## src/rtl/jt6295_rom_sched.sv

```systemverilog
// jt6295_rom_sched
//   Round-robin scheduler that shares the single external ADPCM ROM port
//   between NSLOT requesters (channel fetch, phrase-table fetch, debug/spare).
//   Only one ROM access is in flight at a time. Each slot keeps its own
//   latched byte, tagged with the address it was fetched from. A slot reads
//   as "ok" while its request matches that tag.
//
//   Parameters:
//     NSLOT  number of requesters (2..8)
//     AW     ROM address width
//     DW     ROM data width
//
//   Ports:
//     clk        system clock; all state changes on the rising edge
//     rst        asynchronous, active-low reset
//     slot_cs    per-slot request; held high until slot_ok
//     slot_addr  per-slot address, slot i at [i*AW +: AW]
//     slot_dout  per-slot latched data, slot i at [i*DW +: DW]
//     slot_ok    slot_dout is valid for the current slot_addr
//     rom_cs     external access active
//     rom_addr   external ROM address (registered, stable for the whole access)
//     rom_data   external ROM data
//     rom_ok     rom_data valid for rom_addr
//
//   Build option:
//     JT6295_ROMPRIO_EN  slot 0 gets fixed top priority. Slots 1..NSLOT-1
//                        rotate among themselves. Without the macro, all
//                        slots rotate round-robin.

module jt6295_rom_sched #(
    parameter int unsigned NSLOT = 4,
    parameter int unsigned AW    = 18,
    parameter int unsigned DW    = 8
) (
    input  logic                clk,
    input  logic                rst,
    input  logic [NSLOT-1:0]    slot_cs,
    input  logic [NSLOT*AW-1:0] slot_addr,
    output logic [NSLOT*DW-1:0] slot_dout,
    output logic [NSLOT-1:0]    slot_ok,
    output logic                rom_cs,
    output logic [AW-1:0]       rom_addr,
    input  logic [DW-1:0]       rom_data,
    input  logic                rom_ok
);

    localparam int unsigned GW = (NSLOT > 1) ? $clog2(NSLOT) : 1;
    typedef logic [GW-1:0] idx_t;

    typedef enum logic [1:0] {
        S_IDLE,
        S_WAIT,
        S_READ
    } state_t;

    state_t          state_q,  state_d;
    idx_t            grant_q,  grant_d;
    idx_t            rr_ptr_q, rr_ptr_d;
    logic            rom_cs_q, rom_cs_d;
    logic [AW-1:0]   rom_addr_q, rom_addr_d;
    logic [NSLOT-1:0] valid_q, valid_d;
    logic [AW-1:0]   last_addr_q [NSLOT];
    logic [AW-1:0]   last_addr_d [NSLOT];
    logic [DW-1:0]   dout_q [NSLOT];
    logic [DW-1:0]   dout_d [NSLOT];

    logic [NSLOT-1:0] pending;
    logic             grant_found;
    idx_t             grant_idx;
    idx_t             rr_next;

    // Hit logic is purely combinational. An address change or a low cs
    // drops ok in the same cycle. The data register itself is untouched.
    always_comb begin
        slot_ok   = '0;
        slot_dout = '0;
        for (int unsigned i = 0; i < NSLOT; i++) begin
            slot_ok[i] = slot_cs[i] & valid_q[i] &
                         (slot_addr[i*AW +: AW] == last_addr_q[i]);
            slot_dout[i*DW +: DW] = dout_q[i];
        end
    end

    assign pending = slot_cs & ~slot_ok;

    // Search for the first pending slot, starting at rr_ptr and wrapping.
    // The wrap is explicit, so a non-power-of-2 NSLOT never lands on an
    // index that no slot uses.
    always_comb begin
        int unsigned cand;
        int unsigned base;
        cand        = 0;
        base        = 0;
        grant_found = 1'b0;
        grant_idx   = '0;
`ifdef JT6295_ROMPRIO_EN
        if (pending[0]) begin
            grant_found = 1'b1;
            grant_idx   = '0;
        end else begin
            // Rotate over slots 1..NSLOT-1 only. rr_ptr is 0 only after reset.
            base = (rr_ptr_q == '0) ? 1 : 32'(rr_ptr_q);
            for (int unsigned off = 0; off < NSLOT - 1; off++) begin
                cand = base + off;
                if (cand >= NSLOT) cand = cand - (NSLOT - 1);
                if (!grant_found && pending[idx_t'(cand)]) begin
                    grant_found = 1'b1;
                    grant_idx   = idx_t'(cand);
                end
            end
        end
`else
        base = 32'(rr_ptr_q);
        for (int unsigned off = 0; off < NSLOT; off++) begin
            cand = base + off;
            if (cand >= NSLOT) cand = cand - NSLOT;
            if (!grant_found && pending[idx_t'(cand)]) begin
                grant_found = 1'b1;
                grant_idx   = idx_t'(cand);
            end
        end
`endif
    end

    // Pointer value after the current grant completes.
    always_comb begin
`ifdef JT6295_ROMPRIO_EN
        if (grant_q == '0)
            rr_next = rr_ptr_q;
        else if (grant_q == idx_t'(NSLOT - 1))
            rr_next = idx_t'(1);
        else
            rr_next = grant_q + 1'b1;
`else
        if (grant_q == idx_t'(NSLOT - 1))
            rr_next = '0;
        else
            rr_next = grant_q + 1'b1;
`endif
    end

    always_comb begin
        state_d     = state_q;
        grant_d     = grant_q;
        rr_ptr_d    = rr_ptr_q;
        rom_cs_d    = rom_cs_q;
        rom_addr_d  = rom_addr_q;
        valid_d     = valid_q;
        last_addr_d = last_addr_q;
        dout_d      = dout_q;
        case (state_q)
            S_IDLE: begin
                rom_cs_d = 1'b0;
                if (grant_found) begin
                    grant_d    = grant_idx;
                    rom_addr_d = slot_addr[32'(grant_idx)*AW +: AW];
                    rom_cs_d   = 1'b1;
                    state_d    = S_WAIT;
                end
            end
            // rom_ok still refers to the previous address here, so skip it.
            S_WAIT: state_d = S_READ;
            S_READ: begin
                if (rom_ok) begin
                    dout_d[grant_q]      = rom_data;
                    last_addr_d[grant_q] = rom_addr_q;
                    valid_d[grant_q]     = 1'b1;
                    rom_cs_d             = 1'b0;
                    rr_ptr_d             = rr_next;
                    state_d              = S_IDLE;
                end
            end
            default: begin
                rom_cs_d = 1'b0;
                state_d  = S_IDLE;
            end
        endcase
    end

    always_ff @(posedge clk or negedge rst) begin
        if (!rst) begin
            state_q     <= S_IDLE;
            grant_q     <= '0;
            rr_ptr_q    <= '0;
            rom_cs_q    <= 1'b0;
            rom_addr_q  <= '0;
            valid_q     <= '0;
            last_addr_q <= '{default: '0};
            dout_q      <= '{default: '0};
        end else begin
            state_q     <= state_d;
            grant_q     <= grant_d;
            rr_ptr_q    <= rr_ptr_d;
            rom_cs_q    <= rom_cs_d;
            rom_addr_q  <= rom_addr_d;
            valid_q     <= valid_d;
            last_addr_q <= last_addr_d;
            dout_q      <= dout_d;
        end
    end

    assign rom_cs   = rom_cs_q;
    assign rom_addr = rom_addr_q;

endmodule

```

## config.mk

```make
export PLATFORM = sky130hd
export DESIGN_NAME = jt6295_rom_sched
export DESIGN_NICKNAME = d
export VERILOG_FILES = /design/src/rtl/jt6295_rom_sched.sv
export SDC_FILE = /design/constraint.sdc
export NUM_CORES = 1
export LEC_CHECK = 0
export CAP_MARGIN = 20
export CORE_UTILIZATION = 55
export DETAILED_ROUTE_END_ITERATION = 12
export PLACE_DENSITY_LB_ADDON = 0.1
export SLEW_MARGIN = 20
export SYNTH_ARGS = -nofsm -noshare
export SYNTH_HDL_FRONTEND = slang
export SYNTH_SLANG_ARGS = --single-unit
```

## constraint.sdc

```tcl
create_clock -name clk -period 3.9 [get_ports clk]
set_input_delay 0.78 -clock clk [delete_from_list [all_inputs] [get_ports clk]]
set_output_delay 0.78 -clock clk [all_outputs]
set_load 0.01 [all_outputs]
```

==> qor.yml <==
worstPathCellList: "clkdlybuf4s50_1, xor2_1, nor4_1, buf_4, nand4_1, nor2_1, clkdlybuf4s50_1"
muxShareOfSynthArea: 0.2445
synthTopCellsByArea: "dfrtp_1 52%, mux2_2 19%, xor2_1 7.6%"
final_util: 0.7733
dp_hpwl_mm: 11.77
cts_buffers: 17
synth-seq-cells: 133
worst_pin_slew_ns: 0.5985
postSynthCellCount: 479
synth_top_family_by_area: "multiplexers"
synth.yosys.seq_area_share: 0.5240
synthAdderAreaFrac: 0.007880
fmaxAchievable_ghz: 0.2661
synth.distinct_cells: 33
cp.required_ns: 3.12
dr_wl_met2_mm: 7.956
row_count: 38
post-route-period-util: 0.9635
cts_setup_buffers: 0
drtPass1Iterations: 4
syn_to_final_growth_pct: 34.30
crit_arrival_ns: 2.98
synth.avg_cell_area_um2: 13.26
gp_congestion: 0.9677
final_nets: 734
die_w_um: 109.5
syn_area_um2: 6351
cap_violations: 0
layout-drive-gt1-share: 0.2423
vias_per_cell: 5.770
grt_max_degree: 91
cts_sinks: 133
synthSimpleGateAreaFrac: 0.05575
end_kind: "output port"
cp_num_cells: 7
grt_pass1_wl_mm: 25.52
drc: 0
cp_common_cell: "clkdlybuf4s50_1"
gr-usage-all-layers: 0.2963
fin_tns_setup_ns: 0
vias: 4570
crit_buf_inv: 3
async_flop_share: 1.000
wire_per_inst_um: 20.73
synthFlopType: "dfrtp_1"
dr.first_iter.drc_count: 301
drt_wl_total_mm: 16.42
synthXorXnorAreaFrac: 0.09929
ant_nets: 0
root_buffer: "clkbuf_16"
synth_largest_area_cell: "dfrtp_1"
cts_tree: "done"
hold_violations: 0
wl_met3_mm: 1.143
synth_compound_area_frac: 0.04452
synth_edf_count: 0
synth_nets: 570
cts_resized: 0
min_period_ns: 3.757
worst-setup-path-type: "input port to output port"
htreeDepth: 4
r2r_cells: 10
rsz0062_at_grt: "false"
numPortBuffers: 141
startpoint_type: "input port"
clk-insertion-delay-late_ns: 0.42
antenna_found_initial: 0
dieArea_um2: 11980
slowest_stage: "clkdlybuf4s50_1"
p_per_area_nw_per_um2: 753.5
grt_pass1_vias: 4792
ios: 142
relSlewSlack: 0.6010
core-area_um2: 11030
outcome: "finished clean"
dp.cells: 764
setup_viol: 0
worstHoldPathType: "input port to asynchronous set/reset pin"
finalMaxSlewViolations: 0
place_ws_ns: 0.1016
start_util: 0.5758
antennaDiodeCount: 0
p_leak_nw: 3.933
cp_top_family: "buffers and inverters"
clock_path_buffers: 2
worst_slack_ns: 0.1425
die_y_um: 109.5
peakVddDrop_v: 0.0005671
wl_met1_mm: 6.876
num-fill-cells: 714
routed.top_layer: "met4"
clk_pin_slew_ns: 0.05
crit_path_max_fanout: 4
cpPeakStageDelay_ns: 0.55
ys_warn_count: 0
overflow: 0
fin_skew_ns: 0.007015
final_cell_count_no_fill: 792
hold_buffers: 0
synth_top_area_frac: 0.5240
## cells in the final DEF (no fill, tap or decap), drive strengths merged, types with 5 or more instances in the layout
cell type,netlist,layout
buf,7,23
clkbuf,11,22
clkdlybuf4s50,0,140
clkinv,0,5
dfrtp,133,133
mux2,105,105
mux2i,37,37
nand2,31,31
nand2b,6,6
nand3,5,5
nor2,8,8
nor4,14,14
o21ai,7,7
o221ai,18,18
xnor2,17,17
xor2,55,55
## metrics by stage
step                area (um2)  total power, W  hold WS, ns
floorplan                 6351        0.003840       0.4343
global placement          8000        0.004873       0.4495
detailed placement        8000        0.004972       0.4527
CTS                       8529        0.006451       0.3718
global route              8529        0.006779       0.4072
finish                    8529        0.006427       0.3599
## registers in the layout, indices dropped and copies added, names as in the netlist
register / flops
rr_ptr_q: 2
grant_q: 2
rom_addr: 18
rom_cs: 1
state_q: 2
slot_dout: 32
valid_q: 4
last_addr_q: 72
## logic make-up after synthesis
kind of cell             after synthesis
AO/OA/AOI/OAI                         34
XOR/XNOR                              72
adder cells (fa/ha/maj)                4
buffers and inverters                 22
flip-flops                           133
multiplexers                         142
AND/OR/NAND/NOR                       72
## layout make-up
type / instances / area, um2 / share of cell area
repair buffers: 163 / 1612 / 0.1889
multi-input cells: 324 / 2870 / 0.3365
flip-flops and latches: 133 / 3328 / 0.3902
well taps: 140 / 175.2 / 0.02054
inverters: 4 / 15.01 / 0.001760
clock buffers: 22 / 474.2 / 0.05560
clock inverters: 6 / 55.05 / 0.006454
## report_power, final
part / total, W / internal, W / switching (W)
Sequential: 0.00249 / 0.00201 / 0.000481
Clock: 0.00146 / 0.000905 / 0.000556
Combinational: 0.00248 / 0.00141 / 0.00107
Total: 0.00643 / 0.00432 / 0.00210
## final timing paths
kind                                             start                   endpoint  slack [ns]
hold / removal                                     rst    rom_addr[8]$_DFFE_PN0P_        0.36
hold reg to reg                 valid_q[1]$_DFFE_PN0P_     valid_q[1]$_DFFE_PN0P_        0.48
setup / recovery                         slot_addr[15]                 slot_ok[0]        0.14
max in group asynchronous                          rst  slot_dout[24]$_DFFE_PN0P_        2.66
setup reg to reg           last_addr_q[69]$_DFFE_PN0P_   rom_addr[15]$_DFFE_PN0P_        0.90
min in group clk                valid_q[1]$_DFFE_PN0P_     valid_q[1]$_DFFE_PN0P_        0.48
## synth_stat cells (all sizes together) (3+ instances only)
library cell  instances
xnor2                17
clkbuf               11
nand2b                6
buf                   7
xor2                 55
mux2                105
nand4                 4
o21ai                 7
nor2                  8
o211ai                3
ha                    4
nand2                31
mux2i                37
nand3                 5
o221ai               18
dfrtp               133
nor4                 14
inv                   4
## per-layer routing
metal  global-route usage  up-vias
met5                    0        -
met3              0.08595       35
met4               0.1286        0
met2               0.4582      185
li1                     -     2044
met1               0.3897     2306
Power figures use the tool's default switching activity.
